[config.mk]
export PLATFORM = sky130hd
export DESIGN_NAME = mjpg_ereq_scheduler_flat
export DESIGN_NICKNAME = d
export VERILOG_FILES = /design/src/rtl/mjpg_ereq_scheduler_if.sv /design/src/rtl/mjpg_ereq_scheduler.sv /design/src/flat_wrapper.sv
export SDC_FILE = /design/constraint.sdc
export NUM_CORES = 1
export LEC_CHECK = 0
export ABC_CLOCK_PERIOD_IN_PS = 6200
export CORE_UTILIZATION = 30
export DETAILED_ROUTE_END_ITERATION = 6
export PLACE_DENSITY = 0.52
export SYNTH_ARGS = -nofsm -noshare
export SYNTH_HDL_FRONTEND = slang
export SYNTH_SLANG_ARGS = --single-unit
[constraint.sdc]
create_clock -name clk -period 6.2 [get_ports clk]
set_clock_uncertainty 0.15 [all_clocks]
set_input_delay 0.93 -clock clk [delete_from_list [all_inputs] [get_ports clk]]
set_output_delay 0.93 -clock clk [all_outputs]
set_load 0.005 [all_outputs]
[src/rtl/mjpg_ereq_scheduler_if.sv]
// rtl/mjpg_ereq_scheduler_if.sv - row timing inputs and encoder slot outputs of the ereq scheduler
interface mjpg_ereq_scheduler_if #(
    parameter int XW = 8
);
    logic          frame_start;
    logic          hdr_busy;
    logic          row_start;
    logic [XW-1:0] h_mcu;
    logic [2:0]    ereq;
    logic [XW-1:0] ex_y;
    logic [XW-1:0] ex_cb;
    logic [XW-1:0] ex_cr;
    logic          busy;
    logic          row_done;
    logic          err_overrun;

    modport master (
        output frame_start, hdr_busy, row_start, h_mcu,
        input  ereq, ex_y, ex_cb, ex_cr, busy, row_done, err_overrun
    );

    modport slave (
        input  frame_start, hdr_busy, row_start, h_mcu,
        output ereq, ex_y, ex_cb, ex_cr, busy, row_done, err_overrun
    );
endinterface

[src/rtl/mjpg_ereq_scheduler.sv]
// rtl/mjpg_ereq_scheduler.sv - per-MCU-row Y/Cb/Cr slot grant sequencer
module mjpg_ereq_scheduler #(
    parameter int TH_Y  = 28,
    parameter int TH_C  = 6,
    parameter int GUARD = 8,
    parameter int XW    = 8
) (
    input  logic                  clk,
    input  logic                  rst,
    mjpg_ereq_scheduler_if.slave  bus
);
    localparam int MAXT_YC = (TH_Y > TH_C) ? TH_Y : TH_C;
    localparam int MAXT    = (MAXT_YC > GUARD) ? MAXT_YC : GUARD;
    localparam int CW      = $clog2(MAXT + 1);

    typedef enum logic [2:0] {
        ST_IDLE,
        ST_PEND,
        ST_Y,
        ST_CB,
        ST_CR,
        ST_GUARD,
        ST_DONE
    } state_t;

    state_t        state_q;
    logic [CW-1:0] cnt_q;
    logic [XW-1:0] hm_q;
    logic [2:0]    ereq_q;
    logic [XW-1:0] ex_y_q;
    logic [XW-1:0] ex_cb_q;
    logic [XW-1:0] ex_cr_q;
    logic          busy_q;
    logic          row_done_q;
    logic          err_q;

    logic          granting;
    assign granting = (state_q == ST_Y) || (state_q == ST_CB) || (state_q == ST_CR);

    always_ff @(posedge clk) begin
        if (rst) begin
            state_q    <= ST_IDLE;
            cnt_q      <= '0;
            hm_q       <= '0;
            ereq_q     <= 3'b000;
            ex_y_q     <= '0;
            ex_cb_q    <= '0;
            ex_cr_q    <= '0;
            busy_q     <= 1'b0;
            row_done_q <= 1'b0;
            err_q      <= 1'b0;
        end else begin
            row_done_q <= 1'b0;
            cnt_q      <= cnt_q + CW'(1);

            // Overruns are flagged but never stall or reorder the grant schedule.
            if (busy_q && row_start_or_hdr_err(bus.row_start, bus.hdr_busy, granting)) begin
                err_q <= 1'b1;
            end

            if (busy_q && bus.frame_start) begin
                err_q   <= 1'b1;
                state_q <= ST_IDLE;
                cnt_q   <= '0;
                ereq_q  <= 3'b000;
                ex_y_q  <= '0;
                ex_cb_q <= '0;
                ex_cr_q <= '0;
                busy_q  <= 1'b0;
            end else begin
                case (state_q)
                    ST_IDLE: begin
                        cnt_q <= '0;
                        if (bus.row_start && !bus.frame_start) begin
                            hm_q <= bus.h_mcu;
                            if (bus.h_mcu == '0) begin
                                state_q    <= ST_DONE;
                                row_done_q <= 1'b1;
                            end else if (bus.hdr_busy) begin
                                state_q <= ST_PEND;
                                busy_q  <= 1'b1;
                            end else begin
                                state_q <= ST_Y;
                                busy_q  <= 1'b1;
                                ereq_q  <= 3'b001;
                            end
                        end
                    end
                    ST_PEND: begin
                        cnt_q <= '0;
                        if (!bus.hdr_busy) begin
                            state_q <= ST_Y;
                            ereq_q  <= 3'b001;
                        end
                    end
                    ST_Y: begin
                        if (cnt_q == CW'(TH_Y - 1)) begin
                            state_q <= ST_CB;
                            cnt_q   <= '0;
                            ereq_q  <= 3'b010;
                            ex_y_q  <= ex_y_q + XW'(1);
                        end
                    end
                    ST_CB: begin
                        if (cnt_q == CW'(TH_C - 1)) begin
                            state_q <= ST_CR;
                            cnt_q   <= '0;
                            ereq_q  <= 3'b100;
                            ex_cb_q <= ex_cb_q + XW'(1);
                        end
                    end
                    ST_CR: begin
                        if (cnt_q == CW'(TH_C - 1)) begin
                            state_q <= ST_GUARD;
                            cnt_q   <= '0;
                            ereq_q  <= 3'b000;
                            ex_cr_q <= ex_cr_q + XW'(1);
                        end
                    end
                    ST_GUARD: begin
                        if (cnt_q == CW'(GUARD - 1)) begin
                            cnt_q <= '0;
                            // ex_cr already counts the MCU just finished, so hm=2^XW-1 ends without wrap.
                            if (ex_cr_q >= hm_q) begin
                                state_q    <= ST_DONE;
                                row_done_q <= 1'b1;
                                busy_q     <= 1'b0;
                            end else begin
                                state_q <= ST_Y;
                                ereq_q  <= 3'b001;
                            end
                        end
                    end
                    ST_DONE: begin
                        state_q <= ST_IDLE;
                        cnt_q   <= '0;
                        ex_y_q  <= '0;
                        ex_cb_q <= '0;
                        ex_cr_q <= '0;
                    end
                    default: begin
                        state_q <= ST_IDLE;
                        cnt_q   <= '0;
                        ereq_q  <= 3'b000;
                        busy_q  <= 1'b0;
                    end
                endcase
            end
        end
    end

    function automatic logic row_start_or_hdr_err(input logic rs, input logic hb, input logic gr);
        return rs || (hb && gr);
    endfunction

    assign bus.ereq        = ereq_q;
    assign bus.ex_y        = ex_y_q;
    assign bus.ex_cb       = ex_cb_q;
    assign bus.ex_cr       = ex_cr_q;
    assign bus.busy        = busy_q;
    assign bus.row_done    = row_done_q;
    assign bus.err_overrun = err_q;
endmodule

[src/flat_wrapper.sv]
// flat-port wrapper written by rule: the top's interface ports become plain ports
module mjpg_ereq_scheduler_flat 
#(
    parameter int TH_Y  = 28,
    parameter int TH_C  = 6,
    parameter int GUARD = 8,
    parameter int XW    = 8
)
  (clk, rst, bus_frame_start, bus_hdr_busy, bus_row_start, bus_h_mcu, bus_ereq, bus_ex_y, bus_ex_cb, bus_ex_cr, bus_busy, bus_row_done, bus_err_overrun);
  mjpg_ereq_scheduler_if #(.XW(XW)) bus_i ();
  input  logic clk;
  input  logic rst;
  input wire logic [$bits(bus_i.frame_start)-1:0] bus_frame_start;
  input wire logic [$bits(bus_i.hdr_busy)-1:0] bus_hdr_busy;
  input wire logic [$bits(bus_i.row_start)-1:0] bus_row_start;
  input wire logic [$bits(bus_i.h_mcu)-1:0] bus_h_mcu;
  output wire logic [$bits(bus_i.ereq)-1:0] bus_ereq;
  output wire logic [$bits(bus_i.ex_y)-1:0] bus_ex_y;
  output wire logic [$bits(bus_i.ex_cb)-1:0] bus_ex_cb;
  output wire logic [$bits(bus_i.ex_cr)-1:0] bus_ex_cr;
  output wire logic [$bits(bus_i.busy)-1:0] bus_busy;
  output wire logic [$bits(bus_i.row_done)-1:0] bus_row_done;
  output wire logic [$bits(bus_i.err_overrun)-1:0] bus_err_overrun;
  assign bus_i.frame_start = bus_frame_start;
  assign bus_i.hdr_busy = bus_hdr_busy;
  assign bus_i.row_start = bus_row_start;
  assign bus_i.h_mcu = bus_h_mcu;
  assign bus_ereq = bus_i.ereq;
  assign bus_ex_y = bus_i.ex_y;
  assign bus_ex_cb = bus_i.ex_cb;
  assign bus_ex_cr = bus_i.ex_cr;
  assign bus_busy = bus_i.busy;
  assign bus_row_done = bus_i.row_done;
  assign bus_err_overrun = bus_i.err_overrun;
  mjpg_ereq_scheduler #(.TH_Y(TH_Y), .TH_C(TH_C), .GUARD(GUARD), .XW(XW)) u_core (.clk(clk), .rst(rst), .bus(bus_i));
endmodule
==> impl_metrics.json <==
{
  "status": "finished, final reports clean",
  "cts_max_level": 2,
  "reg2reg_from": "u_core.state_q[2]$_SDFFE_PP0P_",
  "cts.clk_slew.worst_paths_ps": 90,
  "crit_arrival_ps": 3220,
  "critPathLaunchType": "input port",
  "max_freq_mhz": 316.3,
  "ant_nets": 0,
  "min_period_ps": 3162,
  "cts_max_path_buffers": 2,
  "hpwl_um": 4276,
  "cts_tree": "done",
  "max_slew_margin": 0.4521,
  "setup_slack_ps": 3039,
  "grt_pass1_vias": 2024,
  "path_cells": "clkdlybuf4s50_1 > a21oi_1 > nand2_1 > a311oi_1",
  "p_comb_frac": 0.099,
  "die_w_um": 93.90,
  "power_density_mw_per_mm2": 190.4,
  "yosys_register_bits": 46,
  "cts.sinks": 46,
  "synth_most_common_cell": "dfxtp_1",
  "rsz0062_at_grt": "false",
  "rr_worst_depth": 5,
  "synth.distinct_cells": 57,
  "min_period_over_period": 0.5099,
  "initial_core_util": 0.3099,
  "slowest_delay_ps": 700,
  "synth_mux_area_frac": 0.01185,
  "synthXorXnorAreaFrac": 0.07605,
  "synth-simple-area-share": 0.2519,
  "synthArstFlopShare": 0,
  "path_delay_family": "compound AO/OA/AOI/OAI gates",
  "syn2layout_area_growth_pct": 23.70,
  "die_height_um": 93.90,
  "setup_viol": 0,
  "clkLatencyLatePin_ps": 300,
  "synth_edf_count": 0,
  "worstHoldPathCells": 2,
  "drcViolationCount": 0,
  "port_buffers": 42,
  "slew_violations": 0,
  "cts_resized": 0,
  "grt_use_total": 0.1408,
  "synth.top_cells.by_count": "dfxtp_1, nor2_1, nand2_1",
  "synthCells": 293,
  "swShare": 0.2459,
  "cts_buffers": 5,
  "p_sw_w": 0.0001468,
  "crit_path_end_kind": "flip-flop",
  "core_area_mm2": 0.008175,
  "synth_compound_area_frac": 0.1748,
  "tns_ps": 0,
  "p_leak_nw": 1.102,
  "fin_nets": 360,
  "synth-adder-area-share": 0.07901,
  "r2r_slack_ps": 3580,
  "worstHoldStart": "u_core.hm_q[4]$_SDFFE_PP0P_",
  "vias": 2158,
  "ys_seq_area_frac": 0.3635,
  "rr_endpoint": "u_core.bus.row_done$_SDFF_PP0_",
  "yosys.area.top_type": "dfxtp_1",
  "drt_iter0_drc": 89,
  "antenna_found_initial": 0,
  "cp_slowest_cell": "a21oi_1",
  "power_frac_clock": 0.384,
  "yosysWarnings": 0,
  "synthDominantCellAreaShare": 0.3635,
  "grt_pass1_wl_um": 9777,
  "synthFlopType": "dfxtp_1",
  "p_int_w": 0.0004501,
  "io_pins": 43,
  "postCtsSetupBuffers": 0,
  "synth.area.top_cells": "dfxtp_1, ha_1, nor2_1",
  "worst-path-buf-inv": 1,
  "routabilityCongestion": 0.7943,
  "peakVddDrop_mv": 0.09849,
  "grt_overflow": 0,
  "place_ws_ps": 2727,
  "via_per_inst": 4.938,
  "synth_nets": 322,
  "final_hold_viol_count": 0,
  "row_count": 33,
  "crit_fanout": 20,
  "die_area_mm2": 0.008817,
  "synth_top_family_by_area": "simple AND/OR/NAND/NOR gates",
  "insertedDiodeCount": 0,
  "critical_path_class": "input port to flip-flop",
  "grt_max_degree": 24,
  "n_fill_cell": 869,
  "wl_um": 5774,
  "drive_gt1_frac": 0.07530,
  "syn_area_mm2": 0.002534,
  "min_path_type": "flip-flop to flip-flop",
  "postSynthAreaPerCell_um2": 8.647,
  "cts_hold_buf": 0,
  "min_to": "u_core.hm_q[4]$_SDFFE_PP0P_",
  "tightest_slew_ps": 820.8,
  "seq_power_share": 0.518,
  "root_buffer": "clkbuf_8",
  "cp.required_ps": 6260,
  "wl_per_cell_um": 13.21,
  "cap_violations": 0,
  "dr.pass1.iters": 4
}
how the worst max path moves through the flow:
stage	from	endpoint	slack, ps	cells after the start
floorplan	bus_frame_start	u_core.state_q[2]$_SDFFE_PP0P_	3660	5
global placement	rst	u_core.bus.ex_y[4]$_SDFFE_PP0P_	2800	4
detailed placement	rst	u_core.bus.ex_y[4]$_SDFFE_PP0P_	2730	4
CTS	rst	u_core.bus.ex_y[4]$_SDFFE_PP0P_	3030	4
global route	rst	u_core.bus.ex_y[4]$_SDFFE_PP0P_	2720	4
finish	rst	u_core.bus.ex_y[4]$_SDFFE_PP0P_	3040	4
layer usage:
metal  track usage  wire [um]
met1        0.1888       2831
met5             0          0
met3       0.02751        203
met2        0.2257       2658
met4       0.04487         80
through the flow:
stage          total power (W)  instances  hold WS [ps]  utilization  cell area (um^2)
6_report             0.0005969        437         309.0       0.3834              3134
5_1_grt              0.0006245        437         341.6       0.3834              3134
4_1_cts              0.0006064        437         318.0       0.3834              3134
3_5_place_dp         0.0003749        429         305.3       0.3696              3022
3_3_place_gp         0.0003747        429         300.5       0.3696              3022
2_1_floorplan        0.0003542        293         283.4            -              2534
power by group through the flow:
| stage | Clock [W] | Combinational, W | Sequential [W] |
|---|---|---|---|
| 3_3_place_gp | 0 | 0.0000586 | 0.000316 |
| 5_1_grt | 0.000248 | 0.0000660 | 0.000310 |
| 4_1_cts | 0.000238 | 0.0000593 | 0.000309 |
| 6_report | 0.000229 | 0.0000589 | 0.000309 |
| 3_5_place_dp | 0 | 0.0000589 | 0.000316 |
| 2_1_floorplan | 0 | 0.0000430 | 0.000311 |
worst register-to-register path, stage by stage (launching register included):
cell and delay (ps):
dfxtp_1 780, and2b_2 300, nand2_1 80, nor4_1 710, o211ai_1 210, a2111oi_2 310
cell usage in the layout (no fill, tap or decap), types with 4 or more instances in the layout:
| master | instances |
|---|---|
| dfxtp_1 | 46 |
| clkdlybuf4s50_1 | 42 |
| nor2_1 | 36 |
| nand2_1 | 24 |
| a21oi_1 | 20 |
| nand3_1 | 18 |
| ha_1 | 16 |
| xor2_1 | 15 |
| inv_1 | 12 |
| nand4_1 | 7 |
| o21ai_0 | 7 |
| xnor2_1 | 7 |
| nor3_1 | 5 |
| clkbuf_8 | 5 |
| and3_1 | 4 |
| nor4_1 | 4 |
sequential cells by signal, summed over array words and instances (netlist names):
name	flops
u_core.bus.busy	1
u_core.bus.ereq	3
u_core.bus.err_overrun	1
u_core.bus.ex_cb	8
u_core.bus.ex_cr	8
u_core.bus.ex_y	8
u_core.bus.row_done	1
u_core.cnt_q	5
u_core.hm_q	8
u_core.state_q	3
cell families (layout without fill, tap and decap cells):
group | Yosys count | after routing
compound gates | 60 | 60
xor+xnor | 22 | 22
fa+ha+maj | 16 | 16
buf+inv | 23 | 62
flops | 46 | 46
mux | 3 | 3
simple gates | 123 | 123
layout make-up:
class,count,area [um^2],share of cell area
Multi-Input combinational cell,224,1504,0.4798
Sequential cell,46,920.9,0.2938
Clock inverter,3,43.79,0.01397
Clock buffer,5,68.82,0.02196
Inverter,12,45.04,0.01437
Timing Repair Buffer,42,420.4,0.1341
Tap cell,105,131.4,0.04192
(Power assumes the default switching activity.)
